File: src/rtl/hazard_pkg.sv
// Shared types and helpers for the pipeline hazard scoreboard.
// Every tracked stage carries one entry_t describing the instruction it holds.
package hazard_pkg;

  localparam int MAX_AW  = 8;
  localparam int AVAIL_W = 8;

  localparam logic [1:0] KIND_ALU  = 2'd0;
  localparam logic [1:0] KIND_LOAD = 2'd1;
  localparam logic [1:0] KIND_MUL  = 2'd2;

  typedef struct packed {
    logic               valid;
    logic               wb;
    logic [MAX_AW-1:0]  dest;
    logic [AVAIL_W-1:0] avail;
    logic [MAX_AW-1:0]  rs;
    logic [MAX_AW-1:0]  rt;
    logic               use_rs;
    logic               use_rt;
  } entry_t;

  // Stage number at whose end the result exists; the reserved kind behaves like an ALU op.
  function automatic logic [AVAIL_W-1:0] avail_of(input logic [1:0] kind, input int mul_lat);
    logic [AVAIL_W-1:0] lat;
    case (kind)
      KIND_LOAD: lat = AVAIL_W'(2);
      KIND_MUL:  lat = AVAIL_W'(mul_lat);
      default:   lat = AVAIL_W'(1);
    endcase
    return lat;
  endfunction

endpackage

File: src/rtl/fwd_select.sv
// Priority search over stages 2..DEPTH for the youngest producer of one EX operand.
module fwd_select
  import hazard_pkg::*;
#(
  parameter int DEPTH = 4,
  parameter int FW    = $clog2(DEPTH + 1)
) (
  input  logic               ex_valid,
  input  logic               use_src,
  input  logic [MAX_AW-1:0]  src,
  input  logic [DEPTH:2]     cand_wb,
  input  logic [MAX_AW-1:0]  cand_dest  [2:DEPTH],
  input  logic [AVAIL_W-1:0] cand_avail [2:DEPTH],
  output logic [FW-1:0]      sel
);

  logic found;

  // The youngest match always ends the search; if its result is not ready yet it forwards nothing.
  always_comb begin
    sel   = '0;
    found = 1'b0;
    if (ex_valid && use_src) begin
      for (int s = 2; s <= DEPTH; s++) begin
        if (!found && cand_wb[s] && cand_dest[s] == src && cand_dest[s] != '0) begin
          found = 1'b1;
          if (AVAIL_W'(s) > cand_avail[s]) sel = FW'(s);
        end
      end
    end
  end

endmodule

File: src/rtl/hazard_scoreboard.sv
// Tracks in-flight destinations across DEPTH post-ID stages and derives the ID stall,
// the multiplier structural stall and the EX operand forwarding selects. DEPTH must be >= MUL_LAT+1.
module hazard_scoreboard
  import hazard_pkg::*;
#(
  parameter int REG_AW  = 5,
  parameter int DEPTH   = 4,
  parameter int MUL_LAT = 3,
  parameter int FW      = $clog2(DEPTH + 1)
) (
  input  logic              clk,
  input  logic              rst,
  input  logic              id_valid,
  input  logic [REG_AW-1:0] id_rs,
  input  logic [REG_AW-1:0] id_rt,
  input  logic              id_use_rs,
  input  logic              id_use_rt,
  input  logic [REG_AW-1:0] id_dest,
  input  logic              id_wb,
  input  logic [1:0]        id_kind,
  input  logic              flush,
  output logic              stall,
  output logic              issue,
  output logic [FW-1:0]     fwd_a,
  output logic [FW-1:0]     fwd_b,
  output logic              ex_valid
);

  entry_t             stage_q [1:DEPTH];
  entry_t             stage_d [1:DEPTH];
  logic [AVAIL_W-1:0] mcnt_q;
  logic [AVAIL_W-1:0] mcnt_d;

  logic [MAX_AW-1:0]  rs_ext;
  logic [MAX_AW-1:0]  rt_ext;
  logic [MAX_AW-1:0]  dest_ext;
  logic               is_mul;
  logic               data_hz;
  logic               struct_hz;

  logic [DEPTH:2]     cand_wb;
  logic [MAX_AW-1:0]  cand_dest  [2:DEPTH];
  logic [AVAIL_W-1:0] cand_avail [2:DEPTH];

  assign rs_ext   = MAX_AW'(id_rs);
  assign rt_ext   = MAX_AW'(id_rt);
  assign dest_ext = MAX_AW'(id_dest);
  assign is_mul   = (id_kind == KIND_MUL);

  // A producer at stage s would sit at s+1 when the consumer reaches EX; it needs s+1 > avail.
  always_comb begin
    data_hz = 1'b0;
    for (int s = 1; s <= DEPTH; s++) begin
      if (stage_q[s].valid && stage_q[s].wb && stage_q[s].dest != '0 &&
          ((id_use_rs && stage_q[s].dest == rs_ext) || (id_use_rt && stage_q[s].dest == rt_ext)) &&
          AVAIL_W'(s) < stage_q[s].avail)
        data_hz = 1'b1;
    end
  end

  assign struct_hz = is_mul && (mcnt_q != '0);
  assign stall     = id_valid && !flush && (data_hz || struct_hz);
  assign issue     = id_valid && !flush && !stall;
  assign ex_valid  = stage_q[1].valid;

  always_comb begin
    stage_d[1] = '0;
    if (issue) begin
      stage_d[1].valid  = 1'b1;
      stage_d[1].wb     = id_wb;
      stage_d[1].dest   = dest_ext;
      stage_d[1].avail  = avail_of(id_kind, MUL_LAT);
      stage_d[1].rs     = rs_ext;
      stage_d[1].rt     = rt_ext;
      stage_d[1].use_rs = id_use_rs;
      stage_d[1].use_rt = id_use_rt;
    end
    for (int s = 2; s <= DEPTH; s++) stage_d[s] = stage_q[s-1];

    mcnt_d = mcnt_q;
    if (issue && is_mul)   mcnt_d = AVAIL_W'(MUL_LAT - 1);
    else if (mcnt_q != '0) mcnt_d = mcnt_q - AVAIL_W'(1);
  end

  always_ff @(posedge clk) begin
    if (rst) begin
      for (int s = 1; s <= DEPTH; s++) stage_q[s] <= '0;
      mcnt_q <= '0;
    end else begin
      stage_q <= stage_d;
      mcnt_q  <= mcnt_d;
    end
  end

  always_comb begin
    cand_wb = '0;
    for (int s = 2; s <= DEPTH; s++) begin
      cand_wb[s]    = stage_q[s].valid && stage_q[s].wb;
      cand_dest[s]  = stage_q[s].dest;
      cand_avail[s] = stage_q[s].avail;
    end
  end

  fwd_select #(.DEPTH(DEPTH), .FW(FW)) u_fwd_a (
    .ex_valid   (stage_q[1].valid),
    .use_src    (stage_q[1].use_rs),
    .src        (stage_q[1].rs),
    .cand_wb    (cand_wb),
    .cand_dest  (cand_dest),
    .cand_avail (cand_avail),
    .sel        (fwd_a)
  );

  fwd_select #(.DEPTH(DEPTH), .FW(FW)) u_fwd_b (
    .ex_valid   (stage_q[1].valid),
    .use_src    (stage_q[1].use_rt),
    .src        (stage_q[1].rt),
    .cand_wb    (cand_wb),
    .cand_dest  (cand_dest),
    .cand_avail (cand_avail),
    .sel        (fwd_b)
  );

endmodule

File: config.mk
export PLATFORM = sky130hd
export DESIGN_NAME = hazard_scoreboard
export DESIGN_NICKNAME = d
export VERILOG_FILES = /design/src/rtl/hazard_pkg.sv /design/src/rtl/fwd_select.sv /design/src/rtl/hazard_scoreboard.sv
export SDC_FILE = /design/constraint.sdc
export NUM_CORES = 1
export LEC_CHECK = 0
export CAP_MARGIN = 5
export CELL_PAD_IN_SITES_DETAIL_PLACEMENT = 1
export CELL_PAD_IN_SITES_GLOBAL_PLACEMENT = 1
export CORE_MARGIN = 5
export CORE_UTILIZATION = 35
export DETAILED_ROUTE_END_ITERATION = 8
export PLACE_DENSITY = 0.78
export RECOVER_POWER = 25
export SLEW_MARGIN = 20
export SYNTH_ARGS = -nofsm -noshare
export SYNTH_HDL_FRONTEND = slang
export SYNTH_SLANG_ARGS = --single-unit
export TNS_END_PERCENT = 10
File: constraint.sdc
create_clock -name clk -period 3.1 [get_ports clk]
set_clock_uncertainty 0.15 [all_clocks]
set_input_delay 0.62 -clock clk [delete_from_list [all_inputs] [get_ports clk]]
set_output_delay 0.62 -clock clk [all_outputs]
set_load 0.005 [all_outputs]
==> results.md <==
- Syn nets: 296
- WL per Instance: 14.9 um
- Critical path's slowest cell: or4_4
- Vias in the first global route: 2111
- Max VDD drop: 283 uV
- RSZ-0062 raised after global routing: yes
- Area contributors post-synth: dfxtp_1 (41%), xor2_1 (14%), nor3_2 (7.3%)
- Clock Latency Late Sink: approximately 0.30 ns
- Worst Reg-to-Reg Cells: 6
- Async set-reset flop share out of synthesis: 0
- Failing checks: setup timing
- Rows: 31
- Vias/cell: around 4.7
- First-pass GRT wire length: 10.4 mm
- Slew @ Worst Pin: 1.01 ns
- Hold Crit Start: stage_d[34]
- Main synth FF type: dfxtp_1
- CP max stage delay: 0.56 ns
- Gpl congestion: 0.827
- Leakage power total: 0.00154 uW
- Reg2Reg Setup Slack: 0.74 ns
- Largest net degree at the start of global routing: 22
- CTS root buf: clkbuf_8
- Critical Path AT: 2.36 ns
- Initial DRC Count: 15
- Critical R2R Capture: stage_d[72]
- N_diodes: 0
- Critical path depth: 6
- Final hold vios: 0
- Setup slack after layout: -0.0297 ns
- PortBufs: 32
- Final setup viols: 2
- Core Box Area: 0.00725 sq mm
- Max Cap Viol: 0
- GRT overflow: 0
- CTS tree: done
- Fin crit share: 1.01
- Post-synth top area share: 0.415
- Max Transition Viols Final: 0
- Die Ht: 96.3 um
- YS warnings: 0
- Area delta synth->final: 25.4%
- Io pins: 33
- Synth Instances: 268
- Commonest cells after routing, fill and taps aside: dfxtp_1 (51), xor2_1 (41), nor2b_1 (26), inv_1 (23), nor3_2 (19)
- Total number of vias: ~1900
- Delay-heaviest family, CP: simple AND/OR/NAND/NOR gates
- Crit Reg-Reg Startpoint: mcnt_q[2]
- Worst EP required: ~2.3 ns
- Initial Utilization: 0.359
- Pre-Repair DR Iteration Count: 4
- Type of destination of the critical path: primary output
- Max clock buf depth: 2
- Commonest non-fill, non-tap cell in the layout: dfxtp_1
- Worst-path clk slew: 0.12 ns
- #FFs+latches synth: 54
- Pwr Total: approximately 1700 uW
- Hpwl dp: 4.78 mm
- Die ar.: between 0.009 and 0.01 sq mm
- Max Freq: about 320 MHz
- Critical path class: reg -> out
- H-tree depth: 2
- Seq/Total Area, Yosys: 0.415
- Dominant cell type by area after synthesis: dfxtp_1
- Post-place setup slack: -0.430 ns
- Worst path bufs/invs: 1
- Crit path launch: mcnt_q[2]
- Final std cells w/o fill: 413
- Mean Syn Cell Area: 9.72 sq um
- Synthesized cell area: 0.00260 sq mm
- CTS Buf Count: 5
- Nets: between 300 and 400
- Final wirelength: just over 6 mm
- Worst setup SP type: flop
- Crit path cell chain: or4_4 -> or4b_4 -> nand2_2 -> o221ai_2 -> and2_1 -> dlygate4sd2_1
- PD cells: 525 mW/mm^2
- Die W: 96.3 um
- Hold WC Path Type: reg -> reg
- Initial antenna violation count: 0
- CTS sink cnt: between 50 and 60
- Number of flops mapped to enable cells by yosys: 0
- DRT antenna net count: 0
- Minimum clock period: 3.13 ns
- Hold endpoint: stage_q[34]
- Placed cells: 401
- Slew HR: 0.330
- Total GRT Usage: 0.146
- DRC viols: 0
- Share of layout cells above drive strength 1: 0.194
- Crit Path Max Fanout: 4
- Library cells used by synthesis: 39
- Status: finished, violations left
- Hold path depth: 1
-- stage by stage --
| step | hold WS (ns) | util | area [sq um] | setup TNS, ns |
|---|---|---|---|---|
| after floorplan | 0.264 | - | 2610 | 0 |
| after global placement | 0.270 | 0.427 | 3090 | -0.871 |
| after detailed placement | 0.285 | 0.427 | 3090 | -0.851 |
| after CTS | 0.307 | 0.449 | 3260 | -0.151 |
| after global routing | 0.323 | 0.450 | 3270 | -0.268 |
| final | 0.301 | 0.450 | 3270 | -0.0420 |
-- layer usage --
layer | share of wire | global-route usage | up-vias
met5 | 0 | 0 | -
met4 | 0.020 | 0.0486 | 0
met3 | 0.032 | 0.0274 | 10
met2 | 0.50 | 0.255 | 34
met1 | 0.45 | 0.180 | 923
li1 | - | - | 980
-- cell type report --
class                      count  area, sq um
clock buffer                   5         68.8
clock inverter                 3         23.8
fill                         859         3990
inverter                      23         86.3
multi-input combinational    179         1440
sequential                    54         1090
tap                           99          124
timing repair buffer          50          437
-- power breakdown --
part	switching, uW	total, uW	internal [uW]
clock network	244	406	162
logic	246	486	240
registers	63.6	821	757
-- logic make-up after synthesis --
kind of cell               count (synthesis)  share of synthesized area
adders and majority gates                  4                     0.0192
DFF                                       54                      0.415
buffers and inverters                     35                     0.0562
muxes                                      2                    0.00769
AOI/OAI and AO/OA                         14                     0.0471
xor gates and xnor gates                  57                      0.192
and+or+nand+nor                          102                      0.263
-- synthesized netlist by cell type (all sizes together) (2+ instances only) --
library cell / instances
xnor2: 16
or3: 3
nor2b: 26
nand4: 6
nor2: 9
o311a: 3
and3: 4
or4: 2
buf: 2
nor4b: 2
nor4: 5
nand2: 3
a32oi: 2
inv: 23
nand3: 5
clkbuf: 10
ha: 4
dfxtp: 54
o21ai: 2
mux2i: 2
nor3: 33
xor2: 41
-- worst max path at each step --
stage | endpoint | slack [ns]
2_1_floorplan | stall | 0.53
3_3_place_gp | issue | -0.45
3_5_place_dp | issue | -0.43
4_1_cts | stall | -0.08
5_1_grt | stall | -0.11
6_report | stall | -0.03
-- worst reg2reg max path: stages, from the launching register on --
cell	delay [ns]
dfxtp_2	0.33
or4_4	0.56
or4b_4	0.55
nand2_2	0.09
o221ai_2	0.09
buf_4	0.25
nor3_2	0.24
-- state kept, by name, indices dropped and copies added, names as in the netlist --
name / cells
cand_dest: 15
stage_q: 2
cand_avail: 4
stage_d: 24
ex_valid: 1
mcnt_q: 8
-- repair_timing --
item | in CTS | in global routing
pin swaps | 9 | 2
setup endpoints to repair | 8 | 5
hold buffers | 0 | 0
resized for setup | 25 | 3
cloned | 0 | 0
buffers inserted | 3 | 1
No activity file was read; power rests on OpenSTA's default activity.
